$ cat src/rtl/ks_tuning_mc_pkg.sv
// Shared defaults and helpers for the multi-channel Karplus-Strong tuning allpass.
// Q-format: samples are signed W-bit full scale; tuning is signed CW-bit with FRAC fraction bits (0.5 = 256).
package ks_tuning_mc_pkg;

  localparam int KS_W    = 24;
  localparam int KS_CW   = 10;
  localparam int KS_FRAC = 9;
  localparam int KS_CH   = 6;
  localparam int KS_SAT  = 1;

  typedef enum logic {
    KS_MODE_WRAP = 1'b0,
    KS_MODE_SAT  = 1'b1
  } ks_ovf_mode_e;

  function automatic int ks_chw(input int ch);
    return (ch > 1) ? $clog2(ch) : 1;
  endfunction

endpackage

$ cat src/rtl/ks_tuning_mac.sv
// Combinational tuning MAC: r = floor((tuning*d + last_in*2^FRAC) / 2^FRAC),
// with overflow detection and clamp-or-wrap to W bits.
module ks_tuning_mac
  import ks_tuning_mc_pkg::*;
#(
  parameter int W    = KS_W,
  parameter int CW   = KS_CW,
  parameter int FRAC = KS_FRAC,
  parameter int SAT  = KS_SAT
) (
  input  logic signed [CW-1:0] tuning_i,
  input  logic signed [W:0]    d_i,
  input  logic signed [W-1:0]  last_in_i,
  output logic signed [W-1:0]  out_o,
  output logic                 ovf_o
);

  localparam int PW = CW + W + 1;
  localparam int SW = CW + W + 2;
  localparam ks_ovf_mode_e MODE = (SAT != 0) ? KS_MODE_SAT : KS_MODE_WRAP;

  logic signed [PW-1:0] prod;
  logic signed [SW-1:0] sum;
  logic signed [SW-1:0] res;

  // r is representable in W bits exactly when all bits from the W-1 position up agree.
  function automatic logic fits_w(input logic signed [SW-1:0] v);
    return (&v[SW-1:W-1]) | ~(|v[SW-1:W-1]);
  endfunction

  function automatic logic signed [W-1:0] sat_w(input logic signed [SW-1:0] v);
    return v[SW-1] ? {1'b1, {(W-1){1'b0}}} : {1'b0, {(W-1){1'b1}}};
  endfunction

  always_comb begin
    prod  = PW'(tuning_i) * PW'(d_i);
    sum   = SW'(prod) + (SW'(last_in_i) <<< FRAC);
    res   = sum >>> FRAC;
    ovf_o = ~fits_w(res);
    if ((MODE == KS_MODE_SAT) && ovf_o) begin
      out_o = sat_w(res);
    end else begin
      out_o = res[W-1:0];
    end
  end

endmodule

$ cat src/rtl/ks_tuning_mc.sv
// Time-multiplexed tuning allpass for CH strings: out = t*in + in[-1] - t*out[-1] per channel.
// Two register stages (S1 operand capture, S2 = output register) sharing one MAC.
module ks_tuning_mc
  import ks_tuning_mc_pkg::*;
#(
  parameter  int W    = KS_W,
  parameter  int CW   = KS_CW,
  parameter  int FRAC = KS_FRAC,
  parameter  int CH   = KS_CH,
  parameter  int SAT  = KS_SAT,
  localparam int CHW  = ks_chw(CH)
) (
  input  logic                 lrck,
  input  logic                 rst_n,
  input  logic                 in_valid,
  output logic                 in_ready,
  input  logic [CHW-1:0]       in_ch,
  input  logic signed [W-1:0]  in_sample,
  input  logic signed [CW-1:0] tuning,
  input  logic [CH-1:0]        ch_clr,
  input  logic                 ovf_clr,
  output logic                 out_valid,
  input  logic                 out_ready,
  output logic [CHW-1:0]       out_ch,
  output logic signed [W-1:0]  out_sample,
  output logic [CH-1:0]        overflow
);

  logic                 adv, s1_go, s2_go, ch_ok_p1, wr_en, fwd_hit, clr_hit;

  logic                 vld_p1_q, vld_p1_d;
  logic [CHW-1:0]       ch_p1_q, ch_p1_d;
  logic signed [W-1:0]  in_p1_q, in_p1_d;
  logic signed [W-1:0]  lin_p1_q, lin_p1_d;
  logic signed [W:0]    d_p1_q, d_p1_d;
  logic signed [CW-1:0] tun_p1_q, tun_p1_d;

  logic                 vld_p2_q, vld_p2_d;
  logic [CHW-1:0]       ch_p2_q, ch_p2_d;
  logic signed [W-1:0]  smp_p2_q, smp_p2_d;

  logic signed [W-1:0]  last_in_q  [CH];
  logic signed [W-1:0]  last_out_q [CH];
  logic [CH-1:0]        ovf_q, ovf_d;

  logic signed [W-1:0]  rf_li, rf_lo, src_li, src_lo;
  logic signed [W-1:0]  mac_out, res_p1;
  logic                 mac_ovf;

  assign adv      = !vld_p2_q || out_ready;
  assign in_ready = !vld_p1_q || adv;
  assign s1_go    = in_valid && in_ready;
  assign s2_go    = vld_p1_q && adv;
  assign ch_ok_p1 = int'(ch_p1_q) < CH;
  assign wr_en    = s2_go && ch_ok_p1;
  assign res_p1   = ch_ok_p1 ? mac_out : '0;

  ks_tuning_mac #(
    .W    (W),
    .CW   (CW),
    .FRAC (FRAC),
    .SAT  (SAT)
  ) u_mac (
    .tuning_i  (tun_p1_q),
    .d_i       (d_p1_q),
    .last_in_i (lin_p1_q),
    .out_o     (mac_out),
    .ovf_o     (mac_ovf)
  );

  // S1 operand source: a same-edge clear beats the S2 write-back, which beats the register file.
  always_comb begin
    rf_li   = '0;
    rf_lo   = '0;
    clr_hit = 1'b0;
    for (int c = 0; c < CH; c++) begin
      if (in_ch == CHW'(c)) begin
        rf_li   = last_in_q[c];
        rf_lo   = last_out_q[c];
        clr_hit = ch_clr[c];
      end
    end
    fwd_hit = wr_en && (ch_p1_q == in_ch);
    src_li  = fwd_hit ? in_p1_q : rf_li;
    src_lo  = fwd_hit ? res_p1  : rf_lo;
    if (clr_hit) begin
      src_li = '0;
      src_lo = '0;
    end
  end

  always_comb begin
    vld_p1_d = s1_go || (vld_p1_q && !adv);
    ch_p1_d  = ch_p1_q;
    in_p1_d  = in_p1_q;
    lin_p1_d = lin_p1_q;
    d_p1_d   = d_p1_q;
    tun_p1_d = tun_p1_q;
    vld_p2_d = vld_p2_q;
    ch_p2_d  = ch_p2_q;
    smp_p2_d = smp_p2_q;
    if (s1_go) begin
      ch_p1_d  = in_ch;
      in_p1_d  = in_sample;
      lin_p1_d = src_li;
      tun_p1_d = tuning;
      d_p1_d   = (W+1)'(in_sample) - (W+1)'(src_lo);
    end
    if (adv) begin
      vld_p2_d = vld_p1_q;
    end
    if (s2_go) begin
      ch_p2_d  = ch_p1_q;
      smp_p2_d = res_p1;
    end
    ovf_d = ovf_clr ? '0 : ovf_q;
    for (int c = 0; c < CH; c++) begin
      if (wr_en && mac_ovf && (ch_p1_q == CHW'(c))) begin
        ovf_d[c] = 1'b1;
      end
    end
  end

  always_ff @(posedge lrck or negedge rst_n) begin
    if (!rst_n) begin
      vld_p1_q <= 1'b0;
      ch_p1_q  <= '0;
      in_p1_q  <= '0;
      lin_p1_q <= '0;
      d_p1_q   <= '0;
      tun_p1_q <= '0;
      vld_p2_q <= 1'b0;
      ch_p2_q  <= '0;
      smp_p2_q <= '0;
      ovf_q    <= '0;
    end else begin
      vld_p1_q <= vld_p1_d;
      ch_p1_q  <= ch_p1_d;
      in_p1_q  <= in_p1_d;
      lin_p1_q <= lin_p1_d;
      d_p1_q   <= d_p1_d;
      tun_p1_q <= tun_p1_d;
      vld_p2_q <= vld_p2_d;
      ch_p2_q  <= ch_p2_d;
      smp_p2_q <= smp_p2_d;
      ovf_q    <= ovf_d;
    end
  end

  // Per-channel history; a clear on the write-back edge wins over the write.
  always_ff @(posedge lrck or negedge rst_n) begin
    if (!rst_n) begin
      for (int c = 0; c < CH; c++) begin
        last_in_q[c]  <= '0;
        last_out_q[c] <= '0;
      end
    end else begin
      for (int c = 0; c < CH; c++) begin
        if (ch_clr[c]) begin
          last_in_q[c]  <= '0;
          last_out_q[c] <= '0;
        end else if (wr_en && (ch_p1_q == CHW'(c))) begin
          last_in_q[c]  <= in_p1_q;
          last_out_q[c] <= res_p1;
        end
      end
    end
  end

  assign out_valid  = vld_p2_q;
  assign out_ch     = ch_p2_q;
  assign out_sample = smp_p2_q;
  assign overflow   = ovf_q;

endmodule

$ cat config.mk
export PLATFORM = sky130hd
export DESIGN_NAME = ks_tuning_mc
export DESIGN_NICKNAME = d
export VERILOG_FILES = /design/src/rtl/ks_tuning_mc_pkg.sv /design/src/rtl/ks_tuning_mac.sv /design/src/rtl/ks_tuning_mc.sv
export SDC_FILE = /design/constraint.sdc
export NUM_CORES = 2
export LEC_CHECK = 0
export ABC_AREA = 1
export BUFFER_PORTS_ARGS = -buffer_cell sky130_fd_sc_hd__buf_4
export CORE_MARGIN = 2
export CORE_UTILIZATION = 40
export CTS_CLUSTER_DIAMETER = 80
export DETAILED_ROUTE_END_ITERATION = 8
export HOLD_SLACK_MARGIN = 0.03
export PLACE_DENSITY_LB_ADDON = 0.15
export REMOVE_ABC_BUFFERS = 1
export SLEW_MARGIN = 20
export SYNTH_ARGS = -nofsm -noshare
export SYNTH_HDL_FRONTEND = slang
export SYNTH_SLANG_ARGS = --single-unit
export TNS_END_PERCENT = 1
$ cat constraint.sdc
create_clock -name lrck -period 6.7 [get_ports lrck]
set_input_delay 0 -clock lrck [delete_from_list [all_inputs] [get_ports lrck]]
set_output_delay 0 -clock lrck [all_outputs]
set_load 0.02 [all_outputs]
### Word level (Yosys, flattened, before mapping)

Index checks and enable logic that the tools add are counted.

| operators by class | value |
|---|---|
| bitwise logic cells | 3 |
| reductions and logical operators | 40 |
| magnitude comparators | 1 |
| eq/ne operators | 11 |
| add/subtract/negate cells | 2 |
| multipliers | 1 |
| mux-type cells | 56 |

Operators with widths:

| kind | number |
|---|---|
| 2-to-1 mux 24 bit | 43 |
| adder 35 x 33 -> 36 bit | 1 |
| multiplier 10 x 25 -> 35 bit | 1 |
| subtractor 24 x 24 -> 25 bit | 1 |
| nonzero test 2 bit | 12 |
| logical AND 1 bit | 18 |
| == test 3 x 2 -> 1 bit, second input constant | 4 |
| == test 3 bit, second input constant | 4 |
| 2-to-1 mux 1 bit | 12 |
| == test 3 x 1 -> 1 bit, second input constant | 2 |
| zero test 3 bit | 2 |
| 2-to-1 mux 6 bit | 1 |
| AND reduction 4 bit | 1 |
| OR reduction 4 bit | 1 |
| == test 3 bit | 1 |
| zero test 1 bit | 3 |
| logical OR 1 bit | 3 |
| less-than comparator 3 bit, second input constant | 1 |
| inverter 1 bit | 2 |
| OR 1 bit | 1 |

| word-level totals | value |
|---|---|
| output and inout port bits | 35 |
| word-level logic and storage cells | 141 |
| input port bits | 48 |
| flip-flop bits (word level) | 409 |

### Logic depth before layout (Yosys ltp)

| depth | value |
|---|---|
| depth after elaboration | 10 |
| depth in mapped cells | 44 |
| depth with buffers taken out | 41 |

### Cells and area by module

Synthesis repeated with hierarchy kept, for this count alone.

| unflattened totals | value |
|---|---|
| cells, all modules | 3810 |
| area total of the unflattened synthesis | 29637.2 µm² |

Modules (own cells, without submodules):

| module | area each (µm²) | cells an instance | times used | sequential area each (µm²) |
|---|---|---|---|---|
| ks_tuning_mc | 19648.8 | 2468 | 1 | 10234.8 |
| ks_tuning_mac | 9988.3 | 1342 | 1 | 0.0 |

### Worst setup path before layout

Ideal clock, no wire load.

| path | value |
|---|---|
| kind | register to register |
| start point | register d_p1_q[24] |
| end point | register d_p1_q[16] |
| stages on the path, launching flop included | 38 |
| period minus slack after synthesis | 7.314 ns |
| library setup time | 0.083 ns |
| path buffers | 1 |
| path slack | -0.614 ns |
| arrival | 7.231 ns |
| required time | 6.617 ns |
| cell sequence | dfrtp_1 clkbuf_1 nand2_1 inv_1 fa_1 fa_1 inv_1 fa_1 inv_1 fa_1 inv_1 fa_1 inv_1 ha_1 inv_1 nor3_1 nand2_1 nor2_1 (+2 left out) nand2_1 nand2_1 nand3_2 nand2_2 nand3_1 nand2_1 a21oi_1 ha_1 fa_1 nand3b_1 nand2_1 a21oi_1 o21ai_0 a21oi_1 o21ai_0 a21oi_1 xor2_1 o21ai_0 |

| between the ends | value |
|---|---|
| cells in the longest elaborated chain, start to end | 10 |
| elaborated cells between the ends (all ways) | 12 |
| those cells by class | add/sub: 2; mul: 1; mux: 5; bitwise: 2; reduce/logical: 2 |

Ends and longest elaborated chain:

| item | RTL line | source |
|---|---|---|
| from (decl) | ks_tuning_mc.sv:35 | `logic signed [W:0] d_p1_q, d_p1_d;` |
| from (signal assigned) | ks_tuning_mc.sv:141 | `d_p1_q <= d_p1_d;` |
| multiplier 10 x 25 -> 35 bit * | ks_tuning_mac.sv:36 | `prod = PW'(tuning_i) * PW'(d_i);` |
| adder 35 x 33 -> 36 bit * | ks_tuning_mac.sv:37 | `sum = SW'(prod) + (SW'(last_in_i) <<< FRAC);` |
| OR reduction 4 bit | ks_tuning_mac.sv:28 | `return (&v[SW-1:W-1]) \| ~(\|v[SW-1:W-1]);` |
| inverter 1 bit | ks_tuning_mac.sv:28 |  |
| OR 1 bit | ks_tuning_mac.sv:28 |  |
| 2-to-1 mux 24 bit * | ks_tuning_mac.sv:40 | `if ((MODE == KS_MODE_SAT) && ovf_o) begin` |
| 2-to-1 mux 24 bit * | ks_tuning_mc.sv:56 | `assign res_p1 = ch_ok_p1 ? mac_out : '0;` |
| 2-to-1 mux 24 bit * | ks_tuning_mc.sv:85 | `src_lo = fwd_hit ? res_p1 : rf_lo;` |
| 2-to-1 mux 24 bit * | ks_tuning_mc.sv:86 | `if (clr_hit) begin` |
| subtractor 24 x 24 -> 25 bit * | ks_tuning_mc.sv:107 | `d_p1_d = (W+1)'(in_sample) - (W+1)'(src_lo);` |

Mark *: on every way between the ends. The rest lies on a longest branch, timed or not.
A chain may end at the register's enable or synchronous reset.

### Worst setup path in the final report

| path | value |
|---|---|
| start point | register tun_p1_q[9] |
| end point | register d_p1_q[21] |

| between the ends | value |
|---|---|
| cells in the longest elaborated chain, start to end | 10 |
| elaborated cells between the ends (all ways) | 12 |
| those cells by class | add/sub: 2; mul: 1; mux: 5; bitwise: 2; reduce/logical: 2 |

Ends and longest elaborated chain:

| item | RTL line | source |
|---|---|---|
| from (decl) | ks_tuning_mc.sv:36 | `logic signed [CW-1:0] tun_p1_q, tun_p1_d;` |
| from (signal assigned) | ks_tuning_mc.sv:142 | `tun_p1_q <= tun_p1_d;` |
| multiplier 10 x 25 -> 35 bit * | ks_tuning_mac.sv:36 |  |
| adder 35 x 33 -> 36 bit * | ks_tuning_mac.sv:37 |  |
| OR reduction 4 bit | ks_tuning_mac.sv:28 |  |
| inverter 1 bit | ks_tuning_mac.sv:28 |  |
| OR 1 bit | ks_tuning_mac.sv:28 |  |
| 2-to-1 mux 24 bit * | ks_tuning_mac.sv:40 |  |
| 2-to-1 mux 24 bit * | ks_tuning_mc.sv:56 |  |
| 2-to-1 mux 24 bit * | ks_tuning_mc.sv:85 |  |
| 2-to-1 mux 24 bit * | ks_tuning_mc.sv:86 |  |
| subtractor 24 x 24 -> 25 bit * | ks_tuning_mc.sv:107 |  |

Marked as above.

==> report_table.html <==
<table>
<tr><th>Metric</th><th>Value</th></tr>
<tr><th colspan="2">Timing</th></tr>
<tr><td>Final hold viol count</td><td>0</td></tr>
<tr><td>Worst slew margin relative to its limit</td><td>31.0%</td></tr>
<tr><td>Portion of the clock cycle consumed by the worst path in the final layout</td><td>111%</td></tr>
<tr><td>Final worst path period need</td><td>7.44 ns</td></tr>
<tr><td>Post-route clock skew</td><td>0.0195 ns</td></tr>
<tr><td>Final setup fails</td><td>21</td></tr>
<tr><td>RSZ-0062 raised after global routing</td><td>yes</td></tr>
<tr><td>Smallest setup slack after layout</td><td>-0.738 ns</td></tr>
<tr><td>Maximum achievable frequency</td><td>134 MHz</td></tr>
<tr><td>Transition at the pin with the smallest max-transition slack</td><td>1.03 ns</td></tr>
<tr><td>Fin. max-slew vios</td><td>0</td></tr>
<tr><th colspan="2">Cells and area</th></tr>
<tr><td>Filler Cells Inserted</td><td>6628</td></tr>
<tr><td>Layout cells sized above 1</td><td>23.3%</td></tr>
<tr><td>Most frequent cells in the layout</td><td>833 x sky130_fd_sc_hd__nand2_1, 523 x sky130_fd_sc_hd__inv_1, 428 x sky130_fd_sc_hd__buf_4</td></tr>
<tr><td>Net count, final</td><td>4133</td></tr>
<tr><td>Utilization of the core after routing</td><td>51.5%</td></tr>
<tr><td>Syn-to-layout area delta</td><td>27.3%</td></tr>
<tr><td>Number of antenna diodes</td><td>0</td></tr>
<tr><td>Leading cell type in the layout, fill and taps excluded</td><td>sky130_fd_sc_hd__nand2_1</td></tr>
<tr><th colspan="2">Setup path</th></tr>
<tr><td>Critical path startpoint category</td><td>flip-flop</td></tr>
<tr><td>Peak fanout along the critical path</td><td>4</td></tr>
<tr><td>Arrival time of the worst setup path</td><td>7.86 ns</td></tr>
<tr><td>Register-to-register setup slack</td><td>-0.74 ns</td></tr>
<tr><td>Number of cell instances on the worst register-to-register path</td><td>39</td></tr>
<tr><td>Classification of the worst setup path</td><td>flip-flop to flip-flop</td></tr>
<tr><td>CP top delay family</td><td>adder cells</td></tr>
<tr><td>Crit path largest cell delay</td><td>0.51 ns</td></tr>
<tr><td>Data required, critical path</td><td>7.13 ns</td></tr>
<tr><td>Number of logic stages on the critical path including buffering</td><td>39</td></tr>
<tr><td>Setup crit end kind</td><td>flip-flop</td></tr>
<tr><td>Number of buffer and inverter instances along the worst setup path</td><td>9</td></tr>
<tr><td>Cell with the largest stage delay on the worst path</td><td>sky130_fd_sc_hd__fa_1</td></tr>
<tr><th colspan="2">Clocking</th></tr>
<tr><td>Clock slew at reported path FFs</td><td>0.06 ns</td></tr>
<tr><td>Clock buffer count from CTS</td><td>45</td></tr>
<tr><td>Clock Tree Root</td><td>sky130_fd_sc_hd__clkbuf_16</td></tr>
<tr><td>Number of buffers on the longest clock path</td><td>3</td></tr>
<tr><td>Number of sinks on the clock net</td><td>409</td></tr>
<tr><td>CTS H-Tree Depth</td><td>2</td></tr>
<tr><td>Clock insertion delay at the later pin of the skew report</td><td>0.58 ns</td></tr>
<tr><td>CTS tree</td><td>built</td></tr>
<tr><th colspan="2">Yosys</th></tr>
<tr><td>Average size of a mapped cell</td><td>8.42 um^2</td></tr>
<tr><td>Syn Inst Count</td><td>3374</td></tr>
<tr><td>Syn. warnings</td><td>0</td></tr>
<tr><td>Fraction of registers with async set or reset after synthesis</td><td>100%</td></tr>
<tr><td>Most used flip-flop cell after synthesis</td><td>sky130_fd_sc_hd__dfrtp_1</td></tr>
<tr><td>Post-synth top area cell</td><td>sky130_fd_sc_hd__dfrtp_1</td></tr>
<tr><td>Post-synthesis instance area</td><td>28400 um^2</td></tr>
<tr><td>Share of synthesized area occupied by flip-flops and latches</td><td>36.0%</td></tr>
<tr><td>Yosys reg bits</td><td>409</td></tr>
<tr><td>Main area contributors after synthesis</td><td>sky130_fd_sc_hd__dfrtp_1 36%, sky130_fd_sc_hd__fa_1 17%, sky130_fd_sc_hd__nand2_1 12%</td></tr>
<tr><td>Number of distinct library cells after synthesis</td><td>46</td></tr>
<tr><td>Number of enable-type register cells in the synthesized netlist</td><td>0</td></tr>
<tr><td>Portion of synthesized cell area occupied by the leading cell type</td><td>36.0%</td></tr>
<tr><th colspan="2">Detailed routing</th></tr>
<tr><td>Routed length on met2</td><td>46800 um</td></tr>
<tr><td>Number of antenna-violating nets in the routed design</td><td>0</td></tr>
<tr><td>Top layer reached by signal wires</td><td>met4</td></tr>
<tr><td>Vias/cell</td><td>5.27</td></tr>
<tr><td>First-iteration detailed-routing DRC count</td><td>1918</td></tr>
<tr><td>DRT Pass-1 Iters</td><td>6</td></tr>
<tr><td>Detailed-route DRC error count</td><td>0</td></tr>
<tr><td>Post-Route M1 WL</td><td>43200 um</td></tr>
<tr><td>Post-detailed-route wirelength per cell</td><td>20.8 um</td></tr>
<tr><td>Wire length reported by the detailed router</td><td>98300 um</td></tr>
<tr><td>Length of routed met3 wiring</td><td>4990 um</td></tr>
<tr><td>Routed via count</td><td>24900</td></tr>
<tr><th colspan="2">Run status</th></tr>
<tr><td>Outcome</td><td>finished with violations</td></tr>
<tr><td>Violations in the final reports</td><td>negative setup slack</td></tr>
<tr><th colspan="2">Floorplanning</th></tr>
<tr><td>DIE AREA</td><td>73100 um^2</td></tr>
<tr><td>Starting density of the core</td><td>40.5%</td></tr>
<tr><td>Y dimension of the die</td><td>270 um</td></tr>
<tr><td>Width of the die</td><td>270 um</td></tr>
<tr><td>Std cell rows</td><td>97</td></tr>
<tr><td>Core footprint</td><td>70100 um^2</td></tr>
<tr><td>Number of ports placed on the die boundary</td><td>83</td></tr>
<tr><th colspan="2">Job</th></tr>
<tr><td>Maximum Capacitance Violations</td><td>0</td></tr>
<tr><th colspan="2">Global routing</th></tr>
<tr><td>Number of global-route vias before repair</td><td>26200</td></tr>
<tr><td>Global-route wire length before repair</td><td>154000 um</td></tr>
<tr><td>Number of antenna violations at the first check in global routing</td><td>1</td></tr>
<tr><td>Global route overflow</td><td>0</td></tr>
<tr><td>Maximum number of pins on one net before global-route repair</td><td>156</td></tr>
<tr><td>GRT Resource Usage Total</td><td>27.2%</td></tr>
<tr><th colspan="2">Placement</th></tr>
<tr><td>HPWL Detailed</td><td>69200 um</td></tr>
<tr><td>Total of buffers placed on input and output ports</td><td>82</td></tr>
<tr><td>Global placer's final weighted congestion</td><td>0.919</td></tr>
<tr><th colspan="2">Min path</th></tr>
<tr><td>Class of the most critical hold timing path</td><td>input port to async pin</td></tr>
</table>
through the flow:
step	setup TNS [ns]	hold slack (ns)	cells	area, um^2	worst slack (ns)
global placement	-19.38	0.0989	4547	32300	-1.20
finish	-12.13	0.0137	4715	36100	-0.738
CTS	-10.12	0.0634	4707	35900	-0.608
detailed placement	-21.64	0.101	4547	32300	-1.29
global route	-19.28	0.0923	4715	36100	-1.02
floorplan	-28.96	-0.296	3187	27600	-1.70
routing by layer:
| metal | vias up | track usage (%) |
|---|---|---|
| li1 | 11500 | - |
| met1 | 12500 | 37.0 |
| met2 | 715 | 45.9 |
| met3 | 156 | 2.77 |
| met4 | 0 | 8.55 |
| met5 | - | 0 |
synthesized netlist by cell type (16+ instances only):
cell                       number
sky130_fd_sc_hd__nand2_1      900
sky130_fd_sc_hd__inv_1        535
sky130_fd_sc_hd__dfrtp_1      409
sky130_fd_sc_hd__o21ai_0      263
sky130_fd_sc_hd__fa_1         239
sky130_fd_sc_hd__clkbuf_1     167
sky130_fd_sc_hd__nor2_1       103
sky130_fd_sc_hd__ha_1         102
sky130_fd_sc_hd__o22ai_1      100
sky130_fd_sc_hd__nand3_1       90
sky130_fd_sc_hd__o21ai_1       86
sky130_fd_sc_hd__a21oi_1       71
sky130_fd_sc_hd__o21ai_2       54
sky130_fd_sc_hd__a221oi_1      29
sky130_fd_sc_hd__o221ai_1      25
sky130_fd_sc_hd__xnor2_1       25
sky130_fd_sc_hd__nand2_4       22
sky130_fd_sc_hd__xor2_1        19
sky130_fd_sc_hd__a32oi_1       16
kinds of logic (layout without fill, tap and decap cells):
kind of cell               count (synthesis)  count (layout)  synth area share, %
AOI/OAI and AO/OA                        693             693                 14.8
adders and majority gates                341             341                 21.3
and+or+nand+nor                         1160            1160                 16.7
DFF                                      409             409                 36.0
xor gates and xnor gates                  44              44                 1.36
buffers and inverters                    727            1128                 9.82
cell type report:
class	instances	area [um^2]	area share (%)
Clock buffer	64	1280	3.54
Clock inverter	14	235	0.651
Inverter	540	2030	5.62
Multi-Input combinational cell	2238	16900	46.8
Sequential cell	409	10200	28.3
Tap cell	940	1180	3.25
Timing Repair Buffer	509	4270	11.8
Timing Repair inverter	1	7.51	0.0208
registers in the layout, summed over array words and instances, names as in the netlist, 3 cells and up:
register and flops:
ch_p1_q 3, d_p1_q 25, in_p1_q 24, last_in_q 144
last_out_q 144, lin_p1_q 24, out_ch 3, out_sample 24
overflow 6, tun_p1_q 10
path summary, 6_finish.rpt:
| path | startpoint | endpoint |
|---|---|---|
| min in group lrck | ch_clr[4] | last_out_q[39] |
| hold reg to reg | last_out_q[42] | last_out_q[42] |
| max in group asynchronous | rst_n | d_p1_q[8] |
| setup reg to reg | tun_p1_q[9] | d_p1_q[21] |
| hold / removal | rst_n | out_sample[13] |
| setup / recovery | tun_p1_q[9] | d_p1_q[21] |
what timing repair did:
item                       4_1_cts  5_1_grt
hold endpoints to repair       243        0
cloned                           2        0
setup buffers                   34        8
setup endpoints to repair       24       24
pin swaps                      111       28
resized for setup              295       43
hold buffers                    47        0
Power is left out: the tool's default activity adds up to more than one toggle a clock period on the data nets, which glitch-free logic cannot reach.
